[src/rtl/tx_xgmii_encoder.sv]
// XGMII TX framer: pops frame words from the show-ahead hold FIFO and
// drives 64-bit XGMII columns with /S/ preamble, /T/, /E/ and idle gap.
//
// Ports:
//   clk_xgmii_tx, reset_xgmii_tx    clock, sync active-high reset
//   tx_enable                       0 = finish frame, then stay idle
//   txhfifo_rdata/rstatus           FIFO head word and status
//   txhfifo_rempty/ralmost_empty    FIFO level flags
//   txhfifo_ren                     pop head (combinational)
//   xgmii_txd/xgmii_txc             registered XGMII data/control
//   stat_tx_frame/stat_tx_underrun  one-cycle event pulses

module tx_xgmii_encoder #(
  parameter int IFG_BYTES           = 12,
  parameter int START_THRESH_USE_AE = 1
) (
  input  logic        clk_xgmii_tx,
  input  logic        reset_xgmii_tx,
  input  logic        tx_enable,
  input  logic [63:0] txhfifo_rdata,
  input  logic [7:0]  txhfifo_rstatus,
  input  logic        txhfifo_rempty,
  input  logic        txhfifo_ralmost_empty,
  output logic        txhfifo_ren,
  output logic [63:0] xgmii_txd,
  output logic [7:0]  xgmii_txc,
  output logic        stat_tx_frame,
  output logic        stat_tx_underrun
);

  localparam logic [63:0] L_IDLE = {8{8'h07}};
  localparam logic [63:0] L_PRE  = 64'hD5555555555555FB;
  localparam logic [63:0] L_ERR  = {8{8'hFE}};
  localparam logic [63:0] L_TERM = {{7{8'h07}}, 8'hFD};

  typedef enum logic [2:0] {
    S_IDLE,
    S_DATA,
    S_TERM,
    S_IFG,
    S_DISCARD
  } state_t;

  state_t      r_state;
  logic [3:0]  r_ifg_cnt;
  logic        r_first;
  logic [63:0] r_txd;
  logic [7:0]  r_txc;
  logic        r_frame;
  logic        r_urun;

  logic        w_avail;
  logic        w_sop;
  logic        w_eop;
  logic        w_err;
  logic [2:0]  w_nvb;
  logic        w_thresh;
  logic        w_start;
  logic        w_ren;
  logic [63:0] w_term_d;
  logic [7:0]  w_term_c;
  logic        w_unused;

  assign w_avail  = !txhfifo_rempty;
  assign w_sop    = txhfifo_rstatus[7];
  assign w_eop    = txhfifo_rstatus[6];
  assign w_err    = txhfifo_rstatus[5];
  assign w_nvb    = txhfifo_rstatus[2:0];
  assign w_unused = ^txhfifo_rstatus[4:3];

  assign w_thresh = (START_THRESH_USE_AE != 0) ?
                    !txhfifo_ralmost_empty : 1'b1;
  assign w_start  = tx_enable & w_avail & w_sop & w_thresh;

  // Idle words still owed after a terminate column with `credit`
  // idle lanes already sent behind the /T/.
  function automatic logic [3:0] f_ifg_words(input logic [2:0] credit);
    int d;
    d = IFG_BYTES - int'(credit);
    if (d < 0) d = 0;
    return 4'((d + 7) / 8);
  endfunction

  // Terminate column built around a short EOP word: data below lane N,
  // FD in lane N, idle above.
  always_comb begin
    w_term_d = L_IDLE;
    w_term_c = 8'hFF;
    for (int i = 0; i < 8; i++) begin
      if (i < int'(w_nvb)) begin
        w_term_d[8*i +: 8] = txhfifo_rdata[8*i +: 8];
        w_term_c[i]        = 1'b0;
      end else if (i == int'(w_nvb)) begin
        w_term_d[8*i +: 8] = 8'hFD;
      end
    end
  end

  // The SOP word itself is popped as the first DATA word; any later
  // SOP head is the next frame and is left in the FIFO.
  always_comb begin
    w_ren = 1'b0;
    if (!reset_xgmii_tx && w_avail) begin
      unique case (1'b1)
        (r_state == S_IDLE):
          w_ren = !w_sop;
        (r_state == S_IFG):
          w_ren = (r_ifg_cnt == 4'd0) && !w_sop;
        (r_state == S_DATA):
          w_ren = r_first || !w_sop;
        (r_state == S_DISCARD):
          w_ren = !w_sop;
        default:
          w_ren = 1'b0;
      endcase
    end
  end

  always_ff @(posedge clk_xgmii_tx) begin
    if (reset_xgmii_tx) begin
      r_state   <= S_IFG;
      r_ifg_cnt <= 4'd0;
      r_first   <= 1'b0;
      r_txd     <= L_IDLE;
      r_txc     <= 8'hFF;
      r_frame   <= 1'b0;
      r_urun    <= 1'b0;
    end else begin
      r_txd   <= L_IDLE;
      r_txc   <= 8'hFF;
      r_frame <= 1'b0;
      r_urun  <= 1'b0;
      case (r_state)
        S_IDLE, S_IFG: begin
          // IFG with nothing owed behaves exactly like IDLE
          if (r_state == S_IFG && r_ifg_cnt != 4'd0) begin
            r_ifg_cnt <= r_ifg_cnt - 4'd1;
          end else if (w_start) begin
            r_txd   <= L_PRE;
            r_txc   <= 8'h01;
            r_first <= 1'b1;
            r_state <= S_DATA;
          end else begin
            r_state <= S_IDLE;
            if (w_avail && !w_sop) r_urun <= 1'b1;
          end
        end
        S_DATA: begin
          if (!w_avail) begin
            r_txd   <= L_ERR;
            r_urun  <= 1'b1;
            r_state <= S_DISCARD;
          end else if (w_sop && !r_first) begin
            r_txd     <= L_ERR;
            r_urun    <= 1'b1;
            r_state   <= S_IFG;
            r_ifg_cnt <= f_ifg_words(3'd0);
          end else begin
            r_first <= 1'b0;
            r_txd   <= txhfifo_rdata;
            r_txc   <= 8'h00;
            if (w_eop) begin
              if (w_err) begin
                r_txd   <= L_ERR;
                r_txc   <= 8'hFF;
                r_state <= S_TERM;
              end else if (w_nvb == 3'd0) begin
                r_state <= S_TERM;
              end else begin
                r_txd     <= w_term_d;
                r_txc     <= w_term_c;
                r_frame   <= 1'b1;
                r_state   <= S_IFG;
                r_ifg_cnt <= f_ifg_words(3'd7 - w_nvb);
              end
            end
          end
        end
        S_TERM: begin
          r_txd     <= L_TERM;
          r_frame   <= 1'b1;
          r_state   <= S_IFG;
          r_ifg_cnt <= f_ifg_words(3'd7);
        end
        S_DISCARD: begin
          if (w_avail && (w_sop || w_eop)) begin
            r_state   <= S_IFG;
            r_ifg_cnt <= f_ifg_words(3'd0);
          end
        end
        default: begin
          r_state   <= S_IFG;
          r_ifg_cnt <= 4'd0;
        end
      endcase
    end
  end

  assign txhfifo_ren      = w_ren;
  assign xgmii_txd        = r_txd;
  assign xgmii_txc        = r_txc;
  assign stat_tx_frame    = r_frame;
  assign stat_tx_underrun = r_urun;

endmodule

[config.mk]
export PLATFORM = sky130hd
export DESIGN_NAME = tx_xgmii_encoder
export DESIGN_NICKNAME = d
export VERILOG_FILES = /design/src/rtl/tx_xgmii_encoder.sv
export SDC_FILE = /design/constraint.sdc
export NUM_CORES = 1
export LEC_CHECK = 0
export CAP_MARGIN = 40
export CORE_ASPECT_RATIO = 0.7
export CORE_MARGIN = 2
export CORE_UTILIZATION = 38
export CTS_CLUSTER_DIAMETER = 50
export DETAILED_ROUTE_END_ITERATION = 6
export PLACE_DENSITY_LB_ADDON = 0.08
export SYNTH_ARGS = -nofsm -noshare
export SYNTH_HDL_FRONTEND = slang
export SYNTH_SLANG_ARGS = --single-unit
[constraint.sdc]
create_clock -name clk_xgmii_tx -period 2 [get_ports clk_xgmii_tx]
set_clock_uncertainty 0.1 [all_clocks]
set_input_delay 0.5 -clock clk_xgmii_tx [delete_from_list [all_inputs] [get_ports clk_xgmii_tx]]
set_output_delay 0.5 -clock clk_xgmii_tx [all_outputs]
set_load 0.03 [all_outputs]
== Word level (Yosys, flattened, before mapping) ==
Cells that the tools add are included.

* Flip-flop bits (word level): 82
* Input port bits: 77
* Output and inout port bits: 75
* Logic and storage cells: 152

* Add/subtract/negate cells: 5
* Magnitude comparators: 8
* Eq/ne operators: 21
* Mux-type cells: 82
* Bitwise operators: 4
* Reductions and logical operators: 25

{| class="wikitable"
|+ Operators with widths
! operator !! count
|-
| $mux W64 || 7
|-
| $mux W32 || 8
|-
| $pmux W64 S3 || 1
|-
| $mux W8 || 22
|-
| $add A32 B4 Y32 const B || 1
|-
| $mux W4 || 7
|-
| $mux W1 || 25
|-
| $pmux W4 S4 || 1
|-
| $pmux W8 S2 || 1
|-
| $mux W3 || 5
|-
| $eq A3 B3 Y1 const A || 4
|-
| $ne A2 B2 Y1 const B || 5
|-
| $logic_not A3 Y1 || 3
|-
| $lt A3 B3 Y1 const A || 3
|-
| $pmux W3 S3 || 1
|-
| $eq A2 B3 Y1 const A || 2
|-
| $eq A3 B2 Y1 const B || 2
|-
| $logic_and A1 B1 Y1 || 6
|-
| $lt A1 B3 Y1 const A || 2
|-
| $lt A2 B3 Y1 const A || 2
|-
| $ne A3 B2 Y1 const B || 2
|-
| $pmux W1 S2 || 3
|-
| $reduce_and A6 Y1 || 1
|-
| $logic_not A1 Y1 || 5
|-
| other kinds (21) || 26
|}

== Longest topological paths before layout ==
* Word-level depth: 21
* Depth in mapped cells: 8
* Mapped depth without buffers: 7

== Worst setup path before layout ==
No wires, ideal clock.

* Kind: register to output
* Start point: register r_ifg_cnt[0]
* End point: output txhfifo_ren
* Arrival: 1,663 ps
* Data required time: 1,400 ps
* Slack: -263 ps
* Stages on the path, launching flop included: 7
* Buffers on the path: 0
* Path through: dfxtp_1 inv_1 ha_1 or3b_4 o32a_1 o22ai_1 and3_1

* Cells in the longest elaborated chain, start to end: 4

{| class="wikitable"
|+ RTL lines
! element !! line !! text
|-
| start: declaration || 45 || <nowiki>logic [3:0] r_ifg_cnt;</nowiki>
|-
| start signal: assignment || 137 || <nowiki>r_ifg_cnt <= r_ifg_cnt - 4'd1;</nowiki>
|-
| start signal: assignment || 157 || <nowiki>r_ifg_cnt <= f_ifg_words(3'd0);</nowiki>
|-
| start signal: assignment || 174 || <nowiki>r_ifg_cnt <= f_ifg_words(3'd7 - w_nvb);</nowiki>
|-
| $logic_not A4 Y1 || 108 || <nowiki>w_ren = (r_ifg_cnt == 4'd0) && !w_sop;</nowiki>
|-
| $logic_and A1 B1 Y1 || 108 ||
|-
| $pmux W1 S3 || 104 || <nowiki>unique case (1'b1)</nowiki>
|-
| $mux W1 || 103 || <nowiki>if (!reset_xgmii_tx && w_avail) begin</nowiki>
|-
| end: declaration || 24 || <nowiki>output logic txhfifo_ren,</nowiki>
|}

No other way between the ends.

== Worst setup path after layout ==
Ends and elaborated chain as after synthesis.

==> out/results.txt <==
Result of the run - finished, violations left
Violations in the final reports - setup timing
Register bit total from synthesis - 82
Final wirelength - 11680 microns
Final instance area - 6271 sq um
I/O pin count - 152
Diode count - 0
Worst slew pin tran - 0.4684 ns
DR vias - 3698
Post-Place Setup Slack - -0.6777 ns
Arrival time at the worst endpoint - 1.99 ns
Sinks on Clock Net - 82
Crit-path cells - inv_2, ha_1, or3b_4, o32a_1, o22ai_2, and3_4, buf_12
Filler cells - 746
Final count of pins violating max slew - 0
Number of global-route vias before repair - 3535
VDD IR-drop max - 0.6512 mV
HP Start - r_ifg_cnt[0]
Initial antenna violation count - 0
Largest driver fanout on the critical path - 2
Final Worst Setup Slack - -0.5940 ns
Library cell used as clock root buffer - sky130_fd_sc_hd__clkbuf_16
Count of buffering cells on the critical path with inverters included - 2
Worst setup path category - reg -> out
Number of buffers created by CTS - 9
Worst hold endpoint - r_ifg_cnt[0]
Area growth, synth to finish - 76.29%
Path category of the worst min-delay check - reg -> reg
Power per Cell Area - 1110 nW/um^2
Reg2Reg Setup Slack - -0.04 ns
Initial core utilization - 39.21%
Number of unique standard cell types used by synthesis - 65
CP Data Required Time - 1.40 ns
Mean instance size in the synthesized netlist - 9.074 sq um
Per-cell via count in the routed design - 4.898
Global-route wire length before repair - 18230 microns
Global placement routability congestion - 0.8658
Total DRC errors in the routed layout - 0
Sequential-to-total area share from yosys stat - 46.15%
Clock tree from TritonCTS - yes
Total gr overflow - 0
Global-route usage over all layers - 22.99%
Clock Tree Buf Depth - 2
Unrepaired setup endpoints after global routing - yes
Endpoint kind of the worst setup timing path - primary output
Width of the die - 119.6 microns
Clock-pin slew on the worst setup and hold paths - 0.06 ns
Combined area of all synthesized cells - 3557 sq um
Total number of nets in the final design - 710
Slowest cell on the critical path - sky130_fd_sc_hd__or3b_4
Terminus of the critical flop-to-flop path - xgmii_txd[54]
Setup-violating endpoint count in the final report - 12
Worst slew margin relative to its limit - 68.54%
Leakage - 2.651 nW
Main synth FF type - sky130_fd_sc_hd__dfxtp_1
Synthesis Warnings - 0
Die area - 10160 sq um
Synthesized net count - 476
Fraction of final layout cells with drive strength greater than 1 - 25.99%
Final std cells w/o fill - 755
Maximum clock rate - 0.3855 GHz
Kind of cell adding the most delay to the critical path - simple AND/OR/NAND/NOR gates
Fraction of the cycle the final worst path needs - 129.7%
WL/cell - 15.46 microns
Starting DRT DRC Count - 247
Max-capacitance violation count - 0
DP HPWL - 8824 microns
Vertical extent of the die - 84.95 microns
Standard cell core area - 9071 sq um
Worst R2R Path Depth - 10
Max H-tree Level - 3
Site Rows - 29
Async set or reset register ratio after synthesis - 0%
Total power draw - 6.960 mW
Number of nets with antenna violations after routing - 0
Critical path's largest stage delay - 0.38 ns
Placed Cells - 730
Total placed instance area - 5799 sq um
Count of final hold-check violations - 0
Count of buffers from port buffering - 149
Beginning of the worst register-to-register path - r_ifg_cnt[0]
Largest net degree at the start of global routing - 27
Detailed-routing iteration count for the pre-antenna-repair pass - 4
Clock latency reported for the late side of the worst-skew pair - 0.34 ns
Critical path launch point type - register
Depth of the worst hold-timing path - 3
Cell count after synthesis - 392
Time the worst path needs with I/O delays and setup - 2.594 ns
Number of synthesized flops with an enable pin - 0
-- layout by cell type, fill, tap and decap left out, types with 3 or more instances in the layout --
master / count
sky130_fd_sc_hd__ha_1: 4
sky130_fd_sc_hd__nor2b_1: 3
sky130_fd_sc_hd__a21oi_1: 50
sky130_fd_sc_hd__clkbuf_16: 9
sky130_fd_sc_hd__o21a_1: 10
sky130_fd_sc_hd__nor3_4: 3
sky130_fd_sc_hd__dlygate4sd2_1: 3
sky130_fd_sc_hd__o21ai_2: 7
sky130_fd_sc_hd__o21ai_1: 11
sky130_fd_sc_hd__dfxtp_1: 80
sky130_fd_sc_hd__buf_12: 4
sky130_fd_sc_hd__buf_6: 8
sky130_fd_sc_hd__o21ai_0: 19
sky130_fd_sc_hd__a21o_1: 10
sky130_fd_sc_hd__or3_1: 6
sky130_fd_sc_hd__a211oi_1: 4
sky130_fd_sc_hd__nand2_1: 48
sky130_fd_sc_hd__nor2_2: 4
sky130_fd_sc_hd__a21oi_2: 3
sky130_fd_sc_hd__nand3b_1: 4
sky130_fd_sc_hd__buf_4: 82
sky130_fd_sc_hd__inv_1: 5
sky130_fd_sc_hd__buf_2: 3
sky130_fd_sc_hd__nor2_4: 3
sky130_fd_sc_hd__clkdlybuf4s50_1: 141
sky130_fd_sc_hd__nor3_1: 6
sky130_fd_sc_hd__nor2_1: 31
sky130_fd_sc_hd__nand3_1: 4
-- through the flow --
stage	utilization, %	setup TNS, ns	hold WS, ns
detailed placement	63.93	-41.16	0.4954
floorplan	-	-0.1836	0.3645
global placement	63.88	-39.19	0.4812
finish	69.13	-0.9209	0.5061
CTS	67.72	-0.6024	0.5127
global route	69.13	-2.510	0.5222
-- layer usage --
layer / vias to the layer above / GRT usage [%] / wire length, microns
met5: - / 0 / 0
met4: 0 / 6.203 / 140
met3: 12 / 6.788 / 1004
met2: 137 / 36.16 / 5153
met1: 1693 / 31.01 / 5378
li1: 1856 / - / -
-- cell usage after synthesis (2+ instances only) --
cell type / instances / area share (%)
sky130_fd_sc_hd__nor3_4: 2 / 0.91
sky130_fd_sc_hd__and2_1: 2 / 0.35
sky130_fd_sc_hd__nand2_1: 48 / 5.1
sky130_fd_sc_hd__nand3b_1: 4 / 0.84
sky130_fd_sc_hd__dfxtp_1: 82 / 46
sky130_fd_sc_hd__buf_6: 2 / 0.63
sky130_fd_sc_hd__nor2_4: 3 / 0.95
sky130_fd_sc_hd__o21a_1: 10 / 2.1
sky130_fd_sc_hd__or3_1: 6 / 1.1
sky130_fd_sc_hd__a311o_1: 2 / 0.56
sky130_fd_sc_hd__clkbuf_1: 9 / 0.95
sky130_fd_sc_hd__or2_2: 2 / 0.35
sky130_fd_sc_hd__a21oi_1: 52 / 7.3
sky130_fd_sc_hd__buf_4: 5 / 1.1
sky130_fd_sc_hd__o32a_1: 2 / 0.56
sky130_fd_sc_hd__a21o_1: 10 / 2.1
sky130_fd_sc_hd__o21ai_1: 11 / 1.5
sky130_fd_sc_hd__ha_1: 7 / 2.5
sky130_fd_sc_hd__nor2_2: 3 / 0.53
sky130_fd_sc_hd__nor2_1: 32 / 3.4
sky130_fd_sc_hd__a211oi_1: 4 / 0.84
sky130_fd_sc_hd__o21ai_2: 2 / 0.49
sky130_fd_sc_hd__buf_2: 4 / 0.56
sky130_fd_sc_hd__nor2b_1: 4 / 0.70
sky130_fd_sc_hd__nor3_2: 2 / 0.56
sky130_fd_sc_hd__o21ai_0: 24 / 3.4
sky130_fd_sc_hd__nor3_1: 6 / 0.84
sky130_fd_sc_hd__inv_1: 7 / 0.74
sky130_fd_sc_hd__nand2_2: 2 / 0.35
sky130_fd_sc_hd__nand3_1: 4 / 0.56
sky130_fd_sc_hd__nand2b_1: 2 / 0.35
sky130_fd_sc_hd__nand2b_4: 2 / 0.77
sky130_fd_sc_hd__and3_1: 3 / 0.53
-- worst max-delay path by stage --
stage,startpoint,to,cells after the start
final,r_ifg_cnt[0],txhfifo_ren,7
after global routing,r_ifg_cnt[0],txhfifo_ren,7
after CTS,r_ifg_cnt[0],txhfifo_ren,7
after detailed placement,txhfifo_rstatus[0],xgmii_txd[14],8
after global placement,txhfifo_rstatus[0],xgmii_txd[12],8
after floorplan,r_ifg_cnt[0],txhfifo_ren,6
-- logic make-up after synthesis --
family | share of synthesized area (%)
AO/OA/AOI/OAI | 25.71
AND/OR/NAND/NOR | 21.42
buffers and inverters | 3.940
multiplexers | 0.3165
flip-flops | 46.15
adder cells (fa/ha/maj) | 2.462
-- registers in the layout (all words and copies together), names as in the netlist --
register	count
r_first	1
stat_tx_frame	1
r_ifg_cnt	4
stat_tx_underrun	1
r_state	3
xgmii_txd	64
xgmii_txc	8
-- final cells by class --
cell class / count / area [sq um] / area share (%)
Timing Repair Buffer: 243 / 2263 / 36.09
Multi-Input combinational cell: 283 / 1893 / 30.19
Sequential cell: 82 / 1644 / 26.22
Clock buffer: 10 / 239.0 / 3.811
Tap cell: 124 / 155.1 / 2.474
Clock inverter: 6 / 50.05 / 0.7981
Inverter: 7 / 26.28 / 0.4190
-- timing repair --
item,in CTS,in global routing
setup buffers,3,6
pin swaps,4,16
setup endpoints to repair,77,40
resized for setup,17,27
hold buffers,0,0
-- report_power, final --
part           internal (mW)  total (mW)  switching [mW]
registers               1.98        2.13           0.142
logic                   1.50        3.22            1.73
clock network          0.891        1.61           0.718
total                   4.37        6.96            2.59
-- worst min-delay path, cell delays in order (launching register included) --
cell and delay [ns]:
sky130_fd_sc_hd__dfxtp_2 0.33, sky130_fd_sc_hd__buf_4 0.14, sky130_fd_sc_hd__nand2_1 0.05, sky130_fd_sc_hd__a21oi_1 0.05
Power figures use the tool's default switching activity.
